### src/rtl/serial_subtractor.sv
// ---------------------------------------------------------------------------
// serial_subtractor
//
// Bit-serial two's-complement subtractor. It computes a - b one bit per clock,
// LSB first, using a single full-subtractor cell and a borrow flip-flop.
// Operands are loaded with a start/busy/done handshake, and the parallel
// result is presented when the operation completes.
//
// Parameters:
//   WIDTH       operand/result width in bits (>= 2)
//
// Ports:
//   clk         system clock, rising-edge active
//   rst         asynchronous active-high reset
//   start       request a new operation (accepted in IDLE or DONE)
//   a           minuend, captured on the accepting edge
//   b           subtrahend, captured on the accepting edge
//   diff        result register, a - b mod 2^WIDTH
//   borrow_out  final borrow, 1 iff unsigned a < b
//   busy        operation in progress
//   done        one-cycle pulse after the result register updates
//   ovf         signed overflow flag (only when SERIAL_SUBTRACTOR_OVF_EN is defined)
//
// Optional feature macro: SERIAL_SUBTRACTOR_OVF_EN
// ---------------------------------------------------------------------------
module serial_subtractor #(
   parameter int WIDTH = 8
) (
   input  logic             clk,
   input  logic             rst,
   input  logic             start,
   input  logic [WIDTH-1:0] a,
   input  logic [WIDTH-1:0] b,
   output logic [WIDTH-1:0] diff,
   output logic             borrow_out,
   output logic             busy,
   output logic             done
`ifdef SERIAL_SUBTRACTOR_OVF_EN
   ,
   output logic             ovf
`endif
);

   // One extra counter bit so the count never wraps before WIDTH bits are done.
   localparam int CNT_W = $clog2(WIDTH) + 1;
   localparam logic [CNT_W-1:0] LAST_BIT = CNT_W'(WIDTH - 1);

   typedef enum logic [1:0] {IDLE, SHIFT, DONE} state_t;

   state_t           state;
   state_t           state_next;
   logic             accept;
   logic             last;
   logic [WIDTH-1:0] a_sr;
   logic [WIDTH-1:0] b_sr;
   logic [WIDTH-1:0] r_sr;
   logic [WIDTH-1:0] r_next;
   logic [CNT_W-1:0] cnt;
   logic             bin;
   logic             ai;
   logic             bi;
   logic             d;
   logic             bout;

   // Full-subtractor cell on the current LSBs.
   assign ai     = a_sr[0];
   assign bi     = b_sr[0];
   assign d      = ai ^ bi ^ bin;
   assign bout   = (~ai & bi) | (~(ai ^ bi) & bin);
   assign r_next = {d, r_sr[WIDTH-1:1]};

   // State register.
   always_ff @(posedge clk or posedge rst) begin
      if (rst) begin
         state <= IDLE;
      end else begin
         state <= state_next;
      end
   end

   // Next-state and handshake outputs.
   always_comb begin
      state_next = state;
      busy       = 1'b0;
      done       = 1'b0;
      accept     = 1'b0;
      last       = 1'b0;
      case (state)
         IDLE: begin
            if (start) begin
               accept     = 1'b1;
               state_next = SHIFT;
            end
         end
         SHIFT: begin
            busy = 1'b1;
            if (cnt == LAST_BIT) begin
               last       = 1'b1;
               state_next = DONE;
            end
         end
         DONE: begin
            done = 1'b1;
            if (start) begin
               accept     = 1'b1;
               state_next = SHIFT;
            end else begin
               state_next = IDLE;
            end
         end
         default: state_next = IDLE;
      endcase
   end

`ifdef SERIAL_SUBTRACTOR_OVF_EN
   // Operand sign bits are shifted out of the operand registers, so keep them.
   logic a_msb;
   logic b_msb;

   always_ff @(posedge clk or posedge rst) begin
      if (rst) begin
         a_msb <= 1'b0;
         b_msb <= 1'b0;
         ovf   <= 1'b0;
      end else if (accept) begin
         a_msb <= a[WIDTH-1];
         b_msb <= b[WIDTH-1];
      end else if (last) begin
         ovf <= (a_msb ^ b_msb) & (r_next[WIDTH-1] ^ a_msb);
      end
   end
`endif

   // Serial datapath: operand shift, result accumulation, borrow and count.
   always_ff @(posedge clk or posedge rst) begin
      if (rst) begin
         a_sr       <= '0;
         b_sr       <= '0;
         r_sr       <= '0;
         cnt        <= '0;
         bin        <= 1'b0;
         diff       <= '0;
         borrow_out <= 1'b0;
      end else if (accept) begin
         a_sr <= a;
         b_sr <= b;
         cnt  <= '0;
         bin  <= 1'b0;
      end else if (state == SHIFT) begin
         a_sr <= a_sr >> 1;
         b_sr <= b_sr >> 1;
         r_sr <= r_next;
         bin  <= bout;
         cnt  <= cnt + CNT_W'(1);
         if (last) begin
            diff       <= r_next;
            borrow_out <= bout;
         end
      end
   end

endmodule

### config.mk
export PLATFORM = sky130hd
export DESIGN_NAME = serial_subtractor
export DESIGN_NICKNAME = d
export VERILOG_FILES = /design/src/rtl/serial_subtractor.sv
export SDC_FILE = /design/constraint.sdc
export NUM_CORES = 1
export LEC_CHECK = 0
export ABC_AREA = 1
export CAP_MARGIN = 10
export CELL_PAD_IN_SITES_DETAIL_PLACEMENT = 0
export CELL_PAD_IN_SITES_GLOBAL_PLACEMENT = 1
export CORE_UTILIZATION = 42
export CTS_CLUSTER_DIAMETER = 50
export DETAILED_ROUTE_END_ITERATION = 8
export PLACE_DENSITY_LB_ADDON = 0.1
export SETUP_SLACK_MARGIN = 0.3
export SYNTH_ARGS = -nofsm -noshare
export SYNTH_HDL_FRONTEND = slang
export SYNTH_SLANG_ARGS = --single-unit
export TNS_END_PERCENT = 30
### constraint.sdc
create_clock -name clk -period 3.15 [get_ports clk]
set_input_delay 0.315 -clock clk [delete_from_list [all_inputs] [get_ports clk]]
set_output_delay 0.315 -clock clk [all_outputs]
set_load 0.02 [all_outputs]
==> flow_summary.yaml <==
status:
  run_status: "finished clean"
setup_path:
  worstRegToRegCells: 5
  critPathTopFamily: "buffers and inverters"
  cp_max_fo: 28
  crit_path_cell_chain: "inv_1, nand2_4, inv_6, clkdlybuf4s50_1"
  crit_type: "reg -> out"
  timing.critical_path.buf_inv: 3
  critPathCaptureType: "output port"
  crit_required_ps: 2830
  slowest_stage: "clkdlybuf4s50_1"
  cp_data_arrival_time_ps: 1750
  setup.reg_to_reg.worst_slack_ps: 1750
  crit_path_start_kind: "register"
  reg2reg_to: "a_sr[2]"
  timing.rr.start: "state[0]"
  max_stage_delay_ps: 610
clock_network:
  postCtsResizedCells: 0
  clk_transition_reported_paths_ps: 70
  cts-htree-levels: 2
  clockRootBuffer: "clkbuf_8"
  clock_tree.buffer_depth: 2
  cts.sinks: 39
  cts_buffers: 5
  postCtsHoldBufs: 0
  post-cts-setup-buffer-count: 0
  clock_tree_from_tritoncts: "yes"
  clock_latency_ps: 280
sta:
  setup-violations-final: 0
  fin_skew_ps: 3.77
  worst_slew_margin_rel_pct: 68.0
  max_freq_mhz: 485
  setup_repair_after_global_routing_missed_its_margin: "false"
  totalNegativeSetupSlack_ps: 0
  hold_violations: 0
  finalWorstPathRequiredPeriod_ps: 2060
  tightest_slew_ps: 480
  timing_max_transition_violations_final: 0
  layout_setup_ws_ps: 1090
  timing.final.crit_share_pct: 65.5
floorplan:
  die-area_um2: 4270
  rows: 22
  die-width_um: 65.3
  floorplan.initialDensity_pct: 45.0
  boundaryPins: 30
  floorplan.core_area_um2: 3740
  die_h_um: 65.3
placement:
  weighted_congestion_reported_at_the_end_of_routability_driven_placement: 0.728
  port_buffers: 29
  post_detailed_placement_cell_area_um2: 2000
  post-place-ws_ps: 1390
  post-dp-hpwl_um: 1960
global_route:
  gr_ovfl_total: 0
  number_of_global_route_vias_before_repair: 1263
  grt_pass1_wl_um: 5390
  grt_max_degree: 40
  grt.total_usage_pct: 16.6
  antenna_found_initial: 0
flow_run:
  maxCapViolations: 0
pwr:
  vdd.ir_drop.worst_uv: 381
  power_per_cell_area_nw_per_um2: 1000
  leakagePower_nw: 1.00
logic_synthesis:
  synth_seq_cells: 39
  synthArstFlopShare_pct: 100
  post-synth-top-area-fraction_pct: 57.9
  synth.cell_area_um2: 1680
  synthMostInstantiatedCell: "nand2_1"
  yosys_warnings: 0
  synth_top_cells_by_area: "dfrtp_1, nand2_1, nor2_1"
  yosys-top-cells-count: "nand2_1, dfrtp_1, nor2_1, inv_1, o21ai_0"
  yosysSeqAreaShare_pct: 57.9
  synth_fp_nets: 202
  yosys_most_used_dff: "dfrtp_1"
  average_cell_area_after_synthesis_um2: 9.30
  synth_enable_flop_cells: 0
  syn-instance-count: 181
  synth.distinct_cells: 18
  synthDominantAreaCellType: "dfrtp_1"
layout:
  num_antenna_cells: 0
  area_of_combinational_cells_with_multiple_inputs_um2: 582
  layout.nets: 234
  finish.instance_area_um2: 2080
  fraction_of_final_layout_cells_with_drive_strength_greater_than_1_pct: 9.35
  regArea_um2: 976
  num-fill-cells: 361
  synthToLayoutAreaGrowth_pct: 23.6
  final_core_density_pct: 55.6
routing:
  detail_route.drc_violations: 0
  routed_wire_length_per_instance_um: 11.1
  drt-vias-per-instance: 4.65
  count_of_vias_placed_by_the_detailed_router: 1217
  detail_route.iter0.violations: 53
  drt-total-wl_um: 2900
  postRouteAntennaNets: 0
  drt_first_pass_iters: 4
min_path:
  hp-class: "in -> async"
==> registers in the layout, summed over array words and instances, names as in the netlist <==
name        count
a_sr            8
b_sr            8
diff            8
r_sr            7
cnt             4
state           2
bin             1
borrow_out      1
==> routing by layer <==
| layer | global-route usage [%] | vias up | part of all wire, % |
|---|---|---|---|
| li1 | - | 631 | - |
| met1 | 21.6 | 555 | 51 |
| met2 | 26.4 | 26 | 44 |
| met3 | 5.21 | 5 | 4.7 |
| met4 | 4.89 | 0 | 0.93 |
| met5 | 0 | - | 0 |
==> cells in the final DEF (no fill, tap or decap) <==
cell / instances
buf_4: 1
dfrtp_1: 39
a21oi_1: 3
clkbuf_8: 5
inv_1: 20
clkbuf_1: 2
o21ai_0: 11
clkinv_2: 1
nor3_1: 6
fa_1: 1
o211ai_1: 5
clkdlybuf4s50_1: 29
nor2_1: 27
o22ai_1: 2
nand2_4: 4
nand2_1: 46
nand3_1: 2
inv_6: 1
ha_1: 1
o21ai_2: 8
==> layout make-up <==
type	instances	share of cell area, %
Clock buffer	7	3.67
Tap cell	48	2.89
Timing Repair Buffer	30	14.3
Inverter	21	4.03
Sequential cell	39	46.9
Multi-Input combinational cell	116	28.0
Clock inverter	1	0.241
==> cell families (layout without fill, tap and decap cells) <==
| family | Yosys count | count (layout) | synth area share (%) |
|---|---|---|---|
| adders and majority gates | 2 | 2 | 1.93 |
| AOI/OAI and AO/OA | 29 | 29 | 11.3 |
| and+or+nand+nor | 85 | 85 | 21.3 |
| buffers and inverters | 26 | 59 | 7.50 |
| DFF | 39 | 39 | 57.9 |
==> how the worst max path moves through the flow <==
| stage | startpoint | to | slack [ps] | depth (start not counted) |
|---|---|---|---|---|
| 2_1_floorplan | cnt[0] | borrow_out | 1900 | 7 |
| 3_3_place_gp | state[1] | busy | 1400 | 4 |
| 3_5_place_dp | state[1] | busy | 1390 | 4 |
| 4_1_cts | state[1] | busy | 1060 | 4 |
| 5_1_grt | state[1] | busy | 970 | 4 |
| 6_report | state[1] | busy | 1090 | 4 |
==> stage by stage <==
step / instances / power (mW) / hold slack, ps
after floorplan: 181 / 1.54 / 432
after global placement: 254 / 1.78 / 458
after detailed placement: 254 / 1.80 / 466
after CTS: 262 / 2.13 / 466
after global routing: 262 / 2.29 / 507
final: 262 / 2.09 / 449
==> power breakdown <==
part           leakage, nW  switching (mW)  internal (mW)
Combinational        0.480           0.547          0.367
Clock               0.0422           0.160          0.155
Sequential           0.482           0.122          0.740
Total                 1.00           0.829           1.26
==> worst register-to-register path, stage by stage, from the launching register on <==
cell      delay [ps]
dfrtp_1          430
nand2_4          290
nand2_4          200
inv_1            240
nand2_1           80
o211ai_1          80
Note: power is estimated with default switching activity, not from simulation.
